File: config.mk
export PLATFORM = sky130hd
export DESIGN_NAME = flags_cond_unit
export DESIGN_NICKNAME = d
export VERILOG_FILES = /design/src/rtl/flags_pkg.sv /design/src/rtl/flags_cond_unit_cond_eval.sv /design/src/rtl/flags_cond_unit.sv
export SDC_FILE = /design/constraint.sdc
export NUM_CORES = 1
export LEC_CHECK = 0
export CAP_MARGIN = 25
export CORE_UTILIZATION = 50
export DETAILED_ROUTE_END_ITERATION = 10
export PLACE_DENSITY = 0.84
export SLEW_MARGIN = 20
export SYNTH_ARGS = -nofsm -noshare
export SYNTH_HDL_FRONTEND = slang
export SYNTH_HIERARCHICAL = 1
export SYNTH_SLANG_ARGS = --single-unit
File: constraint.sdc
create_clock -name clk -period 3.3 [get_ports clk]
set_input_delay 0.495 -clock clk [delete_from_list [all_inputs] [get_ports clk]]
set_output_delay 0.495 -clock clk [all_outputs]
set_load 0.02 [all_outputs]
File: src/rtl/flags_pkg.sv
`default_nettype none
// ============================================================================
// Module      : flags_pkg
// Description : Shared definitions for the NZCV flag register and B.cond
//               condition evaluation (condition code enum, flag bit indices).
// Revision    : 1.0 - initial release
// ============================================================================
package flags_pkg;

    // B.cond condition field encoding (instr[3:0])
    typedef enum logic [3:0] {
        EQ = 4'h0,
        NE = 4'h1,
        HS = 4'h2,
        LO = 4'h3,
        MI = 4'h4,
        PL = 4'h5,
        VS = 4'h6,
        VC = 4'h7,
        HI = 4'h8,
        LS = 4'h9,
        GE = 4'hA,
        LT = 4'hB,
        GT = 4'hC,
        LE = 4'hD,
        AL = 4'hE,
        NV = 4'hF
    } cond_e;

    // Bit positions inside the packed {N,Z,C,V} flag vector
    localparam int FLAG_N = 3;
    localparam int FLAG_Z = 2;
    localparam int FLAG_C = 1;
    localparam int FLAG_V = 0;

endpackage : flags_pkg
`default_nettype wire

File: src/rtl/flags_cond_unit_cond_eval.sv
`default_nettype none
// ============================================================================
// Module      : cond_eval
// Description : Purely combinational B.cond condition evaluator. Takes a
//               4-bit condition code and the {N,Z,C,V} flags and reports
//               whether the condition holds. Shared with the fetch predictor.
// Revision    : 1.0 - initial release
// ============================================================================
module cond_eval
    import flags_pkg::*;
(
    input  logic [3:0] cond,
    input  logic [3:0] flags,
    output logic       cond_true
);

    logic w_n;
    logic w_z;
    logic w_c;
    logic w_v;

    assign w_n = flags[FLAG_N];
    assign w_z = flags[FLAG_Z];
    assign w_c = flags[FLAG_C];
    assign w_v = flags[FLAG_V];

    // Decode each condition code against the current flags; NV behaves as AL.
    always_comb begin
        cond_true = 1'b0;
        case (cond_e'(cond))
            EQ:      cond_true = w_z;
            NE:      cond_true = ~w_z;
            HS:      cond_true = w_c;
            LO:      cond_true = ~w_c;
            MI:      cond_true = w_n;
            PL:      cond_true = ~w_n;
            VS:      cond_true = w_v;
            VC:      cond_true = ~w_v;
            HI:      cond_true = w_c & ~w_z;
            LS:      cond_true = ~(w_c & ~w_z);
            GE:      cond_true = (w_n == w_v);
            LT:      cond_true = (w_n != w_v);
            GT:      cond_true = ~w_z & (w_n == w_v);
            LE:      cond_true = ~(~w_z & (w_n == w_v));
            AL:      cond_true = 1'b1;
            NV:      cond_true = 1'b1;
            default: cond_true = 1'b0;
        endcase
    end

endmodule : cond_eval
`default_nettype wire

File: src/rtl/flags_cond_unit.sv
`default_nettype none
// ============================================================================
// Module      : flags_cond_unit
// Description : Captures ALU flags into the architectural NZCV register,
//               evaluates B.cond in EX against the current (pre-write) flags,
//               registers the taken decision into MEM and keeps saturating
//               taken / not-taken statistics counters.
// Revision    : 1.0 - initial release
// ============================================================================
module flags_cond_unit
    import flags_pkg::*;
#(
    parameter int         CNT_WIDTH = 32,
    parameter logic [3:0] FLAGS_RST = 4'b0000
) (
    input  logic                 clk,
    input  logic                 reset,
    input  logic                 ex_valid,
    input  logic                 ex_write_flags,
    input  logic                 ex_N,
    input  logic                 ex_Z,
    input  logic                 ex_C,
    input  logic                 ex_V,
    input  logic                 ex_is_bcond,
    input  logic [3:0]           ex_cond,
    input  logic                 stall,
    input  logic                 flush,
    output logic [3:0]           flags,
    output logic                 mem_bcond_valid,
    output logic                 mem_taken,
    output logic [CNT_WIDTH-1:0] cnt_taken,
    output logic [CNT_WIDTH-1:0] cnt_not_taken
);

    localparam logic [CNT_WIDTH-1:0] C_CNT_ONE = {{(CNT_WIDTH-1){1'b0}}, 1'b1};
    localparam logic [CNT_WIDTH-1:0] C_CNT_MAX = {CNT_WIDTH{1'b1}};

    logic [3:0]           flags_q,           flags_d;
    logic                 mem_bcond_valid_q, mem_bcond_valid_d;
    logic                 mem_taken_q,       mem_taken_d;
    logic [CNT_WIDTH-1:0] cnt_taken_q,       cnt_taken_d;
    logic [CNT_WIDTH-1:0] cnt_not_taken_q,   cnt_not_taken_d;

    logic w_fire;
    logic w_cond_true;
    logic w_ex_bcond;

    // Evaluation always sees the flags as they stand before this edge's write,
    // so a setter followed by a B.cond needs no forwarding path.
    cond_eval u_cond_eval (
        .cond      (ex_cond),
        .flags     (flags_q),
        .cond_true (w_cond_true)
    );

    assign w_fire     = ex_valid & ~stall & ~flush;
    assign w_ex_bcond = ex_valid & ex_is_bcond;

    // Next-state for flags, MEM slot and statistics counters.
    always_comb begin
        flags_d           = flags_q;
        mem_bcond_valid_d = mem_bcond_valid_q;
        mem_taken_d       = mem_taken_q;
        cnt_taken_d       = cnt_taken_q;
        cnt_not_taken_d   = cnt_not_taken_q;

        if (w_fire && ex_write_flags) begin
            flags_d = {ex_N, ex_Z, ex_C, ex_V};
        end

        // Flush outranks stall: a killed slot never lingers in MEM.
        if (flush) begin
            mem_bcond_valid_d = 1'b0;
            mem_taken_d       = 1'b0;
        end else if (!stall) begin
            mem_bcond_valid_d = w_ex_bcond;
            mem_taken_d       = w_ex_bcond & w_cond_true;
        end

        if (w_fire && ex_is_bcond) begin
            if (w_cond_true) begin
                if (cnt_taken_q != C_CNT_MAX) begin
                    cnt_taken_d = cnt_taken_q + C_CNT_ONE;
                end
            end else begin
                if (cnt_not_taken_q != C_CNT_MAX) begin
                    cnt_not_taken_d = cnt_not_taken_q + C_CNT_ONE;
                end
            end
        end
    end

    // State registers with synchronous reset taking priority over everything.
    always_ff @(posedge clk) begin
        if (reset) begin
            flags_q           <= FLAGS_RST;
            mem_bcond_valid_q <= 1'b0;
            mem_taken_q       <= 1'b0;
            cnt_taken_q       <= '0;
            cnt_not_taken_q   <= '0;
        end else begin
            flags_q           <= flags_d;
            mem_bcond_valid_q <= mem_bcond_valid_d;
            mem_taken_q       <= mem_taken_d;
            cnt_taken_q       <= cnt_taken_d;
            cnt_not_taken_q   <= cnt_not_taken_d;
        end
    end

    assign flags           = flags_q;
    assign mem_bcond_valid = mem_bcond_valid_q;
    assign mem_taken       = mem_taken_q;
    assign cnt_taken       = cnt_taken_q;
    assign cnt_not_taken   = cnt_not_taken_q;

endmodule : flags_cond_unit
`default_nettype wire

# == After elaboration in Yosys (flattened, before gate mapping) ==
# Index checks and enable logic that the tools add are counted.
# classes
n_addsub,2
n_eq_ne,19
mux,1
n_bitwise,15
n_reduce_logical,7
# op_table
op,n
$add 32x1->32 const B,2
$ne 32x32->1 const B,2
$eq 4x4->1 const B,8
$eq 4x3->1 const B,4
$pmux 1 s15,1
$not 1->1,9
$eq 4x2->1 const B,2
$and 1x1->1,6
$reduce_and 3->1,2
$eq 4x1->1 const B,1
$logic_not 4->1,1
$reduce_or 2->1,2
$logic_and 1x1->1,2
$eq 1x1->1,1
$ne 1x1->1,1
# word_totals
register_bits,70
inputBits,15
elab_cells,49

# == Longest topological paths before layout ==
# depth
depth_word,6
ltp_mapped,12

# == By module ==
# The synthesis kept the hierarchy.
# by_module_without_submodules
module,n_inst,cells_each,area_each_um2
flags_cond_unit,1,432,3656.0
cond_eval,1,30,185.2

# == Worst setup path after synthesis ==
# No wires, ideal clock.
# synth_path
path_type,input port to flip-flop
startpoint,in ex_cond[0]
endpoint,"reg cnt_taken_q[23], in the netlist cnt_taken[23]"
arrival_time_ps,2903
slack_ps,276
cell_stages,10
path_buffers,0
cell_sequence,xor2_1 or4b_1 nand2_1 nand2_1 o2111ai_1 nand3_1 nor4_4 nand2_1 nor4_1 mux2_2
# synth_between
elab_chain_cells,4
elab_cells_between_ends,19
classes_between,15 x eq/ne; 1 x mux; 3 x reduce/logical
# synth_lines
element,line,source
start: declaration,flags_cond_unit.sv:25,"input logic [3:0] ex_cond,"
$eq 4x4->1,flags_cond_unit_cond_eval.sv:30,case (cond_e'(cond))
$reduce_or 2->1 (no line),--,
$pmux 1 s15 (*),flags_cond_unit_cond_eval.sv:30,
net w_cond_true,flags_cond_unit.sv:45,logic w_cond_true;
$reduce_and 3->1 (no line) (*),--,
end signal: assignment,flags_cond_unit.sv:105,cnt_taken_q <= cnt_taken_d;
end: declaration,flags_cond_unit.sv:41,"logic [CNT_WIDTH-1:0] cnt_taken_q, cnt_taken_d;"
# Mark *: on every way through the listed nets, which the timed path passes. The rest lies on a longest branch.
# A chain may end at the register's enable or synchronous reset.

# == Final worst setup path ==
# layout_path
startpoint,in ex_cond[0]
endpoint,"reg cnt_taken_q[22], in the netlist cnt_taken[22]"
# Same word-level chain as after synthesis.

==> flow_metrics.tcl <==
set metrics [dict create \
    yosysUniqueCellTypes 59 \
    n_fill_cell 548 \
    clkTransAtPathRegs_ns 0.07 \
    critical_path_arrival_ns 3.44 \
    yosysTopAreaCellShare_pct 36.48 \
    clock_path_buffers 2 \
    cts_hold_buf 0 \
    yosysMostFrequentCell "dfxtp_1" \
    die_h_um 89.65 \
    yosys_warnings 6 \
    fp.dieW_um 89.65 \
    ff_latch_area_um2 1401 \
    ys.flop_type "dfxtp_1" \
    path_buf_inv 1 \
    overflow 0 \
    cts_buffers 9 \
    cts.sinks 70 \
    hold_end "cnt_taken[10]" \
    io_buffers 84 \
    r2r-end "cnt_taken[22]" \
    p_leak_uw 0.001646 \
    yosys.area.top_type "dfxtp_1" \
    layout-drive-gt1-share_pct 13.96 \
    area_delta_synth_final_pct 34.59 \
    grt_start_max_net_pins 42 \
    first_global_vias 3769 \
    path_max_fanout 3 \
    cts_tree "done" \
    htreeDepth 3 \
    crit_type "in2reg" \
    rsz0062_at_grt "false" \
    hold_viol_final 0 \
    antennaDiodeCount 0 \
    fin_skew_ns 0.007372 \
    tns_ns 0 \
    ys_top_cells_by_area "dfxtp_1 (36%), nand4_1 (5.4%), nor2_1 (5.3%), xnor2_1 (5.0%), a21oi_1 (4.8%)" \
    p_clk_share_pct 42.8 \
    post_drt_wl_per_cell_um 15.42 \
    grt_pass1_wl_um 16750 \
    cp-end-kind "flip-flop" \
    cts_root_buffer "clkbuf_8" \
    power.total_uw 1649 \
    antenna_found_initial 0 \
    power_frac_comb_pct 5.7 \
    timing.hold.ws_ns 0.5120 \
    grt_use_total_pct 26.66 \
    max_freq_mhz 316.0 \
    holdPathStages 2 \
    power.internal_uw 1277 \
    crit_path_max_incr_delay_ns 0.54 \
    synth-seq-cells 70 \
    maxCapViolations 0 \
    syn_nets 479 \
    cpLargestDelayFamily "simple AND/OR/NAND/NOR gates" \
    pwr-share-seq_pct 51.5 \
    die-area_um2 8037 \
    syn_area_per_cell_um2 8.314 \
    synthArstFlopShare_pct 0 \
    ant_nets 0 \
    initialDrtViolationCount 227 \
    synth_area_um2 3841 \
    nNetsFinal 585 \
    power_density_nw_per_um2 318.9 \
    switching_share_pct 22.54 \
    pin_count 85 \
    row_count 31 \
    synth_edf_count 0 \
    worst_slew_pin_slew_ns 0.8820 \
    reg2reg_slack_ns 0.31 \
    dr.pass1.iters 7 \
    slew_violations 0 \
    gp_congestion 0.8840 \
    worstPathRequired_ns 3.58 \
    slew_headroom_pct 40.76 \
    initial_utilization_pct 52.40 \
    core_um2 7331 \
    hold_start "cnt_taken[10]" \
    synth_common_cells "dfxtp_1 (70), nor2_1 (54), a21oi_1 (37)" \
    worstSetupStartpointType "primary input" \
    switchingPower_uw 371.6 \
    multiInputGateArea_um2 2336 \
    path_cells "clkdlybuf4s50_1 -> xor2_1 -> or4b_1 -> nand2_1 -> nand2_1 -> o2111ai_2 -> nand3_1 -> or4_1 -> or2_2 -> or4_1 -> a21oi_1" \
    rr_startpoint "flags[3]" \
    drt_wl_total_um 10370 \
    vias 4112 \
    synth_seq_area_share_pct 36.48 \
    timing.final.crit_share_pct 95.90 \
    post-cts-setup-buffers 0 \
    peakVddDrop_uv 213.4 \
    dp_hpwl_um 7532 \
    syn_inst 462 \
    critPathSlowestCell "or4_1" \
    viasPerCell 6.119 \
    remaining_drc_errors 0 \
    rr_worst_depth 10 \
    setup_viol 0 \
    period_minus_slack_ns 3.165 \
    clkLatencyLatePin_ns 0.35 \
    hold_path.class "reg2reg" \
    outcome "finished clean" \
]
==> stage by stage <==
| step | instance area, µm² | utilization (%) | setup WS [ns] | instances |
|---|---|---|---|---|
| 2_1_floorplan | 3841 | - | 0.2758 | 462 |
| 3_3_place_gp | 4942 | 67.42 | -0.1229 | 656 |
| 3_5_place_dp | 4942 | 67.42 | -0.2664 | 656 |
| 4_1_cts | 5142 | 70.15 | 0.08957 | 672 |
| 5_1_grt | 5170 | 70.52 | 0.03202 | 672 |
| 6_report | 5170 | 70.52 | 0.1355 | 672 |
==> power groups by stage <==
stage          clock network (µW)  logic (µW)  registers (µW)
5_1_grt                       751         101             849
6_report                      705        94.4             849
3_5_place_dp                    0        90.9             869
2_1_floorplan                   0        41.0             871
3_3_place_gp                    0        88.0             869
4_1_cts                       713        91.3             849
==> per-layer routing <==
| metal | GRT usage [%] | vias to the layer above | part of all wire [%] |
|---|---|---|---|
| li1 | - | 1951 | - |
| met1 | 32.49 | 1947 | 42 |
| met2 | 46.14 | 189 | 48 |
| met3 | 3.839 | 25 | 7.5 |
| met4 | 12.84 | 0 | 2.7 |
| met5 | 0 | - | 0 |
==> tightest hold or removal path, stage by stage (launching register included) <==
cell     delay (ns)
dfxtp_1        0.34
o31ai_1        0.07
a21oi_1        0.05
==> worst max path at each step <==
| stage | from | end | slack [ns] | cells after the start |
|---|---|---|---|---|
| 5_1_grt | ex_cond[0] | cnt_taken[22] | 0.03 | 11 |
| 6_report | ex_cond[0] | cnt_taken[22] | 0.14 | 11 |
| 4_1_cts | ex_cond[3] | cnt_not_taken[5] | 0.09 | 12 |
| 3_5_place_dp | ex_cond[3] | cnt_not_taken[5] | -0.27 | 12 |
| 2_1_floorplan | ex_cond[0] | cnt_taken[23] | 0.28 | 10 |
| 3_3_place_gp | ex_cond[0] | cnt_taken[22] | -0.12 | 11 |
==> layout make-up <==
type,instances,area share (%)
multi-input cells,360,45.18
inverters,14,1.016
well taps,99,2.396
repair buffers,113,20.43
flip-flops and latches,70,27.11
clock inverters,4,0.8712
clock buffers,12,3.001
==> what timing repair did <==
| item | CTS | global route |
|---|---|---|
| endpoints found under the setup margin | 0 | 11 |
| resized for setup | 0 | 7 |
| endpoints found under the hold margin | 0 | 0 |
==> flip-flops by register name, summed over array words and instances (netlist names) <==
register	count
cnt_not_taken	32
cnt_taken	32
flags	4
mem_bcond_valid	1
mem_taken	1
==> kinds of logic after synthesis <==
logic type               count (synthesis)  share of synthesized area, %
AO/OA/AOI/OAI                          101                         17.69
XOR/XNOR                                27                         6.156
adder cells (fa/ha/maj)                  2                        0.6514
buffers and inverters                   32                         3.355
flip-flops                              70                         36.48
multiplexers                            11                         3.062
AND/OR/NAND/NOR                        219                         32.61
==> layout by cell type, fill, tap and decap left out, drive strengths merged, types with 13 or more instances in the layout <==
master,instances
clkdlybuf4s50,82
dfxtp,70
nor2,54
a21oi,37
nand4,34
nand2,30
buf,30
xnor2,22
nand3,19
or4,15
inv,14
o21ai,14
a211oi,14
or3,13
Note: power is estimated with default switching activity, not from simulation.
